File: config.mk
export PLATFORM = sky130hd
export DESIGN_NAME = jk_bank_driver
export DESIGN_NICKNAME = d
export VERILOG_FILES = /design/src/rtl/jk_bank_driver.sv
export SDC_FILE = /design/constraint.sdc
export NUM_CORES = 1
export LEC_CHECK = 0
export CAP_MARGIN = 20
export CELL_PAD_IN_SITES_DETAIL_PLACEMENT = 1
export CELL_PAD_IN_SITES_GLOBAL_PLACEMENT = 2
export CORE_MARGIN = 5
export CORE_UTILIZATION = 24
export DETAILED_ROUTE_END_ITERATION = 8
export GPL_TIMING_DRIVEN = 0
export PLACE_DENSITY = 0.8
export RECOVER_POWER = 100
export SYNTH_ARGS = -nofsm -noshare
export SYNTH_HDL_FRONTEND = slang
export SYNTH_SLANG_ARGS = --single-unit
File: constraint.sdc
create_clock -name clk -period 1.5 [get_ports clk]
set_input_delay 0.3 -clock clk [delete_from_list [all_inputs] [get_ports clk]]
set_output_delay 0.3 -clock clk [all_outputs]
set_load 0.02 [all_outputs]
File: src/rtl/jk_bank_driver.sv
// rtl/jk_bank_driver.sv - drives a bank of external JK flip-flops to a target word and checks the result
module jk_bank_driver #(
    parameter int WIDTH = 4,
    parameter int STYLE = 0
) (
    input  logic             clk,
    input  logic             reset,
    input  logic             tgt_valid,
    input  logic [WIDTH-1:0] tgt_data,
    output logic             tgt_ready,
    output logic [WIDTH-1:0] j,
    output logic [WIDTH-1:0] k,
    input  logic [WIDTH-1:0] q_fb,
    output logic             busy,
    output logic             done,
    output logic             err,
    output logic [WIDTH-1:0] err_mask,
    output logic [7:0]       err_count
);

    typedef enum logic [1:0] {
        IDLE  = 2'd0,
        DRIVE = 2'd1,
        CHECK = 2'd2
    } state_t;

    state_t           state;
    logic [WIDTH-1:0] tgt_r;
    logic [WIDTH-1:0] diff;
    logic [WIDTH-1:0] j_next;
    logic [WIDTH-1:0] k_next;
    logic [WIDTH-1:0] mismatch;

    // Excitation is formed from the live target and Q at the accept edge so
    // that j/k are already registered and stable for the whole DRIVE cycle.
    always_comb begin
        diff   = tgt_data ^ q_fb;
        j_next = '0;
        k_next = '0;
        if (STYLE == 0) begin
            j_next = diff & tgt_data;
            k_next = diff & ~tgt_data;
        end else begin
            j_next = diff;
            k_next = diff;
        end
    end

    assign mismatch  = q_fb ^ tgt_r;
    assign tgt_ready = (state == IDLE) && !reset;
    assign busy      = (state == DRIVE) || (state == CHECK);

    // Accept -> drive for exactly one cycle -> check the bank's new Q.
    always_ff @(posedge clk) begin
        if (reset) begin
            state     <= IDLE;
            tgt_r     <= '0;
            j         <= '0;
            k         <= '0;
            done      <= 1'b0;
            err       <= 1'b0;
            err_mask  <= '0;
            err_count <= 8'd0;
        end else begin
            done <= 1'b0;
            err  <= 1'b0;
            case (state)
                IDLE: begin
                    j <= '0;
                    k <= '0;
                    if (tgt_valid) begin
                        tgt_r <= tgt_data;
                        j     <= j_next;
                        k     <= k_next;
                        state <= DRIVE;
                    end
                end
                DRIVE: begin
                    // The bank samples j/k at this edge; release them right after.
                    j     <= '0;
                    k     <= '0;
                    state <= CHECK;
                end
                CHECK: begin
                    j        <= '0;
                    k        <= '0;
                    done     <= 1'b1;
                    err      <= |mismatch;
                    err_mask <= mismatch;
                    if ((|mismatch) && (err_count != 8'hFF)) begin
                        err_count <= err_count + 8'd1;
                    end
                    state <= IDLE;
                end
                default: begin
                    j     <= '0;
                    k     <= '0;
                    state <= IDLE;
                end
            endcase
        end
    end

endmodule

==> results.yml, run 1 <==
outcome:
  status: "finished, violations left"
  violations: "negative setup slack"
power:
  p_seq_share_pct: 43.9
  power_leakage_nw: 0.8456
  p_sw_mw: 0.5393
  vdd_drop_max_v: 0.0003652
  cellPowerDensity_nw_per_um2: 941.5
  power_frac_comb_pct: 26.7
  cell_internal_pwr_mw: 1.345
  switching_share_pct: 28.62
  clock_power_share_pct: 29.4
synth:
  synth_edf_count: 0
  ys_ff_latch: 28
  ys_types: 24
  synth_flop_cell: "dfxtp_1"
  yosys_warnings: 0
  netlist_area_um2: 1164
  syn_inst: 120
  async_reset_ff_share_pct: 0
  synth_fp_nets: 136
  yosysSeqAreaShare_pct: 48.17
  syn_area_per_cell_um2: 9.697
sta:
  rsz0062_at_grt: "yes"
  period_share_pct: 106.1
  fmax_mhz: 628.5
  hold_viol_final: 0
  clock_skew_ps: 6.156
  tightest_slew_ps: 417.1
  max_slew_margin_pct: 72.15
  finalSetupViolCount: 6
  setup_ws_ps: -91.08
  min_period_ps: 1591
  slew_violations: 0
floorplan:
  fp-row-count: 25
  io_pins: 35
  die-height_um: 79.63
  start_util_pct: 24.64
  core_um2: 4723
  die-area_um2: 6341
  die_w_um: 79.63
setup_path:
  cp_max_fo: 5
  endpoint: "err_count[7]"
  worstReg2RegStart: "tgt_r[1]"
  cp-end-kind: "register"
  r2r_slack_ps: -90
  crit_path_start_kind: "register"
  crit_required_ps: 1690
  worstPathArrival_ps: 1780
  worstRegToRegCells: 5
  reg2reg_to: "err_count[7]"
  startpoint: "tgt_r[1]"
  crit_type: "reg -> reg"
layout:
  area_growth_pct: 72.04
  final_area_um2: 2002
  fill_cells: 525
  antenna_cells: 0
  layout-drive-gt1-share_pct: 37.29
  multiInputGateArea_um2: 748.2
  fin_cells: 244
  seqCellArea_um2: 583.1
  layout.nets: 194
placed_design:
  dpl-instance-area_um2: 1619
  gp_congestion: 0.6557
  post-dp-hpwl_mm: 2.453
  io_buffer_count: 34
  pre_cts_slack_ps: -641.9
  placed_cells: 221
routing:
  drc: 0
  vias_per_cell: 4.652
  dr.pass1.iters: 4
  drtAntennaViolNets: 0
  vias: 1135
  drtIter0Drc: 32
  wire_per_inst_um: 15.64
  wl_mm: 3.817
clocking:
  clk-insertion-delay-late_ps: 290
  ctsRootBufferMaster: "clkbuf_8"
  clock_sinks: 28
  clk_pin_slew_ps: 110
  htreeDepth: 1
  cts_tree: "built"
  cts.path.max_buffers: 2
  cts_buffers: 3
  holdBufCountCts: 0
grt:
  grt_max_degree: 17
  grt_pass1_wl_mm: 5.851
  antenna_found_initial: 0
  grt_overflow: 0
  grtUsageTotal_pct: 11.99
  grt_pass1_vias: 1217
hold_path:
  hold_class: "in -> reg"
flow_run:
  drv_cap: 0
-- registers in the layout, summed over array words and instances (netlist names) --
name / flops
err_mask: 4
err_count: 8
state: 2
done: 1
tgt_r: 4
k: 4
err: 1
j: 4
-- synthesized netlist by cell type (3+ instances only) --
library cell / count / area share (%)
a211oi_1: 4 / 2.6
a21oi_1: 7 / 3.0
clkbuf_1: 3 / 0.97
dfxtp_1: 28 / 48
ha_1: 5 / 5.4
mux2_2: 4 / 3.9
mux2i_1: 3 / 2.6
nand2_1: 10 / 3.2
nand2b_1: 3 / 1.6
nand3_1: 5 / 2.2
nand4_1: 3 / 1.6
nor2_1: 11 / 3.5
nor2b_1: 6 / 3.2
nor3b_1: 9 / 5.8
o31ai_1: 3 / 1.9
or4_1: 3 / 1.9
xnor2_1: 4 / 3.0
-- per-stage QoR --
stage                     setup TNS (ps)  hold slack, ps  total power, mW  utilization [%]
final                             -364.4           393.4            1.885            42.38
after floorplan                   -41.68           375.8            1.046                -
after CTS                         -284.4           367.2            1.819            39.74
after detailed placement          -10300           471.1            1.213            34.28
after global placement             -9657           457.0            1.193            34.28
after global routing              -772.9           391.4            1.984            42.38
-- power groups by stage --
| stage | Combinational [mW] | Clock (mW) | Sequential (mW) |
|---|---|---|---|
| 3_3_place_gp | 0.362 | 0 | 0.831 |
| 4_1_cts | 0.433 | 0.561 | 0.825 |
| 5_1_grt | 0.544 | 0.604 | 0.836 |
| 3_5_place_dp | 0.377 | 0 | 0.836 |
| 2_1_floorplan | 0.184 | 0 | 0.862 |
| 6_report | 0.503 | 0.554 | 0.828 |
-- layout make-up --
type                            instances  area share (%)
Tap cell                               67           4.188
Buffer                                  4           1.938
Inverter                                2          0.6250
Multi-Input combinational cell         87           37.38
Clock buffer                            4           3.312
Timing Repair Buffer                   52           23.44
Sequential cell                        28           29.12
-- worst min-delay path by stage --
stage	startpoint	endpoint	slack, ps	cells after the start
finish	q_fb[0]	j[0]	390	2
global route	q_fb[0]	j[0]	390	2
CTS	q_fb[0]	j[0]	370	2
detailed placement	tgt_r[1]	tgt_r[1]	470	2
global placement	tgt_r[1]	tgt_r[1]	460	2
floorplan	tgt_data[0]	k[0]	380	1
-- layout by cell type, fill, tap and decap left out, types with 3 or more instances in the layout --
cell type / netlist / final
dlygate4sd2_1: 0 / 25
dfxtp_1: 28 / 18
buf_4: 0 / 15
nand2_1: 10 / 10
nor2_1: 11 / 10
nor3b_1: 9 / 8
dfxtp_2: 0 / 6
nor2b_1: 6 / 5
a21oi_1: 7 / 5
clkdlybuf4s50_1: 0 / 5
xnor2_2: 0 / 4
clkbuf_8: 0 / 4
mux2_4: 0 / 4
a211oi_1: 4 / 4
nand3_1: 5 / 4
dfxtp_4: 0 / 4
nand4_1: 3 / 3
nand2b_1: 3 / 3
mux2i_1: 3 / 3
ha_4: 0 / 3
buf_6: 1 / 3
-- worst max-delay path, stage by stage (launching register included) --
cell	delay [ps]
dfxtp_2	350
xnor2_2	140
and4_4	210
buf_8	130
nor4_4	320
mux2_4	330
-- timing repair --
item,CTS,global route
pin swaps,10,10
endpoints found under the setup margin,44,19
cloned,1,1
resized for setup,68,16
buffers inserted,8,9
-- logic make-up (layout without fill, tap and decap cells) --
group	Yosys count	after routing	share of synthesized area, %
buffers and inverters	6	62	2.581
XOR/XNOR	4	4	3.010
flip-flops	28	28	48.17
multiplexers	7	7	6.451
AO/OA/AOI/OAI	14	14	7.527
adder cells (fa/ha/maj)	5	5	5.376
AND/OR/NAND/NOR	56	57	26.88
-- layer usage --
layer	global-route usage, %	share of wire [%]	up-vias
met2	21.70	55	27
met3	2.483	3.6	8
met5	0	0	-
li1	-	-	539
met1	12.82	39	561
met4	6.701	2.3	0
(Power assumes the default switching activity.)
==> run 2: changes to the inputs <==
- ABC_AREA: not set -> 0
- CORE_UTILIZATION: 24 -> 26
- CTS_BUF_LIST: not set -> sky130_fd_sc_hd__clkbuf_4
- PLACE_DENSITY: 0.8 -> 0.86
==> results.yml, run 2 (synthesis gave the netlist of run 1 again) <==
routing:
  vias: 1094
  vias_per_cell: 4.906
  dr.pass1.iters: 4
  drtIter0Drc: 62
  drtAntennaViolNets: 0
  wire_per_inst_um: 15.38
  drc: 0
  wl_mm: 3.430
power:
  total_power_mw: 1.598
  cellPowerDensity_nw_per_um2: 864.1
  vdd_drop_max_v: 0.0004030
  power_leakage_nw: 0.7626
floorplan:
  start_util_pct: 26.72
  die-height_um: 76.90
  core_um2: 4354
  fp-row-count: 24
  die-area_um2: 5914
  io_pins: 35
  die_w_um: 76.90
layout:
  layout.nets: 188
  final_area_um2: 1849
  seqCellArea_um2: 579.3
  top_register: "err_count"
  most-common-layout-cells: "dlygate4sd2_1, dfxtp_1, buf_4, nand2_1, nor2_1"
  finish.utilization_pct: 42.47
  largest_reg_flops: 8
  mostFrequentLayoutCell: "dlygate4sd2_1"
  multiInputGateArea_um2: 735.7
  fill_cells: 495
  antenna_cells: 0
  layout-drive-gt1-share_pct: 31.58
  area_growth_pct: 58.92
  fin_cells: 223
placed_design:
  post-dp-hpwl_mm: 2.356
  placed_cells: 206
  io_buffer_count: 34
  gp_congestion: 0.7328
  dpl-instance-area_um2: 1600
  pre_cts_slack_ps: -645.7
sta:
  slew_violations: 0
  finalSetupViolCount: 6
  clock_skew_ps: 8.850
  setup_ws_ps: -90.99
  period_share_pct: 106.1
  min_period_ps: 1591
  fmax_mhz: 628.5
  rsz0062_at_grt: "yes"
  hold_viol_final: 0
  max_slew_margin_pct: 70.49
  tightest_slew_ps: 442.6
clocking:
  holdBufCountCts: 0
  cts_buffers: 3
  clk-insertion-delay-late_ps: 330
  cts_tree: "built"
  clk_pin_slew_ps: 150
  htreeDepth: 1
  ctsRootBufferMaster: "clkbuf_4"
  cts.path.max_buffers: 2
  clock_sinks: 28
outcome:
  violations: "negative setup slack"
  status: "finished, violations left"
grt:
  antenna_found_initial: 0
  grt_overflow: 0
  grtUsageTotal_pct: 11.79
  grt_pass1_wl_mm: 5.796
  grt_pass1_vias: 1175
  grt_max_degree: 16
setup_path:
  cp_max_fo: 5
  crit_type: "reg -> reg"
  worstPathArrival_ps: 1870
  crit_path_cell_trace: "inv_4 -> ha_4 -> nand4_1 -> buf_4 -> or4_1 -> a21oi_2"
  crit_path_start_kind: "register"
  cp-end-kind: "register"
  cp_slowest_stage_delay_ps: 440
  crit_slowest_cell: "or4_1"
  crit_required_ps: 1780
flow_run:
  drv_cap: 0
hold_path:
  hold_class: "in -> reg"
## run 2: path summary, 6_finish.rpt
check           start      endpoint  slack [ps]  cells past startpoint
max          state[0]  err_count[3]         -90                      6
max reg2reg  state[0]  err_count[3]         -90                      6
min           q_fb[0]          j[0]         350                      2
min reg2reg  tgt_r[0]      tgt_r[0]         470                      2
## run 2: final cells by class
class                      count  share of cell area [%]
timing repair buffer          46                   21.31
multi-input combinational     87                   39.78
clock buffer                   3                   1.218
inverter                       2                  0.5413
buffer                         4                   2.097
clock inverter                 1                  0.2030
sequential                    28                   31.33
tap                           52                   3.518
## run 2: metrics by stage
step,TNS [ps],hold WS (ps)
finish,-298.7,354.2
global route,-755.0,333.9
floorplan,-41.68,375.8
CTS,-253.6,302.9
detailed placement,-10130,468.2
global placement,-9192,455.1
## run 2: power breakdown
group,internal [mW],total [mW],switching [mW]
logic,0.224,0.450,0.226
registers,0.794,0.828,0.0341
clock network,0.0976,0.321,0.223
## run 2: routing by layer
metal | wire length, um | vias to the layer above | share of wire [%] | global-route usage, %
li1 | - | 528 | - | -
met1 | 1361 | 554 | 40 | 13.43
met2 | 1962 | 10 | 57 | 22.07
met3 | 71 | 2 | 2.1 | 1.874
met4 | 34 | 0 | 0.99 | 3.671
met5 | 0 | - | 0 | 0
## run 2: what timing repair did
| item | 4_1_cts | 5_1_grt |
|---|---|---|
| gates cloned | 1 | 0 |
| resized for setup | 69 | 10 |
| buffers inserted | 8 | 4 |
| pin swaps | 10 | 4 |
| endpoints found under the setup margin | 46 | 16 |
## run 2: critical path, delay by kind of cell, from the launching register on
family / cells / cell delay, ps
adders and majority gates: 1 / 160
AOI/OAI and AO/OA: 1 / 150
buffers and inverters: 2 / 270
and+or+nand+nor: 2 / 580
DFF: 1 / 390
==> run 3: changes to the inputs <==
- RECOVER_POWER: 100 -> not set
- clock period: 1.5 -> 1.35 ns (I/O delays scaled with it)
==> results.yml, run 3 (synthesis gave the netlist of run 1 again) <==
sta:
  fmax_mhz: 624.6
  hold_viol_final: 0
  clock_skew_ps: 2.143
  finalSetupViolCount: 10
  setup_ws_ps: -251.1
  rsz0062_at_grt: "yes"
  hold-worst-slack_ps: 303.2
  min_period_ps: 1601
  fin_tns_setup_ps: -1644
  slew_violations: 0
  tightest_slew_ps: 399.1
  max_slew_margin_pct: 73.39
  period_share_pct: 118.6
layout:
  top_register: "err_count"
  largest_reg_flops: 8
  mostFrequentLayoutCell: "dfxtp_1"
  finish.utilization_pct: 43.94
  fill_cells: 490
  layout.nets: 187
  area_growth_pct: 64.41
  final_area_um2: 1913
  most-common-layout-cells: "dfxtp_1, dlygate4sd2_1, buf_4, nor2_1, dfxtp_2"
  layout-drive-gt1-share_pct: 44.71
  antenna_cells: 0
hold_path:
  hold_class: "in -> reg"
clocking:
  htreeDepth: 1
  ctsRootBufferMaster: "clkbuf_4"
  clk-insertion-delay-late_ps: 340
  clk_pin_slew_ps: 150
  cts_tree: "built"
  cts.path.max_buffers: 2
  holdBufCountCts: 0
  clock_sinks: 28
  cts_buffers: 3
grt:
  grt_overflow: 0
  grt_max_degree: 17
  grtUsageTotal_pct: 12.02
  antenna_found_initial: 0
  grt_pass1_vias: 1153
  grt_pass1_wl_mm: 5.782
outcome:
  violations: "negative setup slack"
  status: "finished, violations left"
power:
  p_seq_share_pct: 46.3
  power_frac_comb_pct: 25.6
  vdd_drop_max_v: 0.0005296
  switching_share_pct: 27.80
  cellPowerDensity_nw_per_um2: 1038
  power_leakage_nw: 0.7514
  p_sw_mw: 0.5519
  clock_power_share_pct: 28.1
  cell_internal_pwr_mw: 1.433
routing:
  vias_per_cell: 4.815
  wl_mm: 3.508
  drc: 0
  wire_per_inst_um: 15.80
  dr.pass1.iters: 2
  vias: 1069
  drtAntennaViolNets: 0
  drtIter0Drc: 30
floorplan:
  fp-row-count: 24
  die-area_um2: 5914
  io_pins: 35
  die_w_um: 76.90
  die-height_um: 76.90
  start_util_pct: 26.72
  core_um2: 4354
placed_design:
  post-dp-hpwl_mm: 2.418
  dpl-instance-area_um2: 1662
  gp_congestion: 0.7370
  io_buffer_count: 34
setup_path:
  worstPathArrival_ps: 1840
  crit_required_ps: 1590
  cp-end-kind: "register"
  crit_path_start_kind: "register"
  crit_type: "reg -> reg"
  cp_max_fo: 5
flow_run:
  drv_cap: 0
==> run 3: changes by cell type in the layout (fill, tap and decap cells not counted), moves of 3 or more <==
cell / change
dlygate4sd2_1: -12
clkdlybuf4s15_2: +3
dfxtp_1: -4
dfxtp_2: +4
clkdlybuf4s15_1: +3
clkbuf_2: +8
==> run 3: critical path, cell delays in order (launching register included) <==
cell and delay (ps):
dfxtp_2 360, xnor2_2 140, and4_4 230, buf_8 140, nor4_4 310, mux2_4 320
==> run 3: routing by layer <==
metal,wire (um),track usage [%],vias up
li1,-,-,526
met1,1393,12.75,526
met2,2000,23.68,13
met3,72,1.522,4
met4,42,4.196,0
met5,0,0,-
==> run 3: final timing paths <==
check	from	cells after the start	slack, ps	endpoint
hold / removal	q_fb[0]	2	300	j[0]
hold reg to reg	tgt_r[3]	2	500	tgt_r[3]
setup reg to reg	tgt_r[1]	5	-250	err_count[7]
setup / recovery	tgt_r[1]	5	-250	err_count[7]
==> run 3: timing repair <==
action / in CTS / in global routing
buffers inserted: 8 / 2
endpoints found under the setup margin: 48 / 32
cloned: 2 / 0
resized for setup: 75 / 20
pin swaps: 10 / 5
==> run 3: area by class of cell <==
cell class              count  area, um2  share of cell area (%)
plain buffers               4      38.79                   2.027
clock buffers               3      22.52                   1.177
clock inverters             1      30.03                   1.570
inverters                   2      10.01                  0.5232
multi-input cells          87      769.5                   40.22
flip-flops and latches     28      584.3                   30.54
well taps                  52      65.06                   3.401
repair buffers             45      392.9                   20.54
==> run 3: power by group through the flow <==
| stage | registers (mW) | clock network, mW | logic [mW] |
|---|---|---|---|
| after CTS | 0.919 | 0.579 | 0.492 |
| after detailed placement | 0.932 | 0 | 0.433 |
| after global placement | 0.927 | 0 | 0.418 |
| after floorplan | 0.963 | 0 | 0.222 |
| final | 0.919 | 0.558 | 0.508 |
| after global routing | 0.927 | 0.616 | 0.548 |
==> run 3: metrics by stage <==
step / cells / setup slack [ps] / total power [mW]
detailed placement: 206 / -759.8 / 1.365
CTS: 220 / -249.4 / 1.990
finish: 222 / -251.1 / 1.985
floorplan: 120 / -124.9 / 1.185
global route: 222 / -283.1 / 2.091
global placement: 206 / -681.6 / 1.344
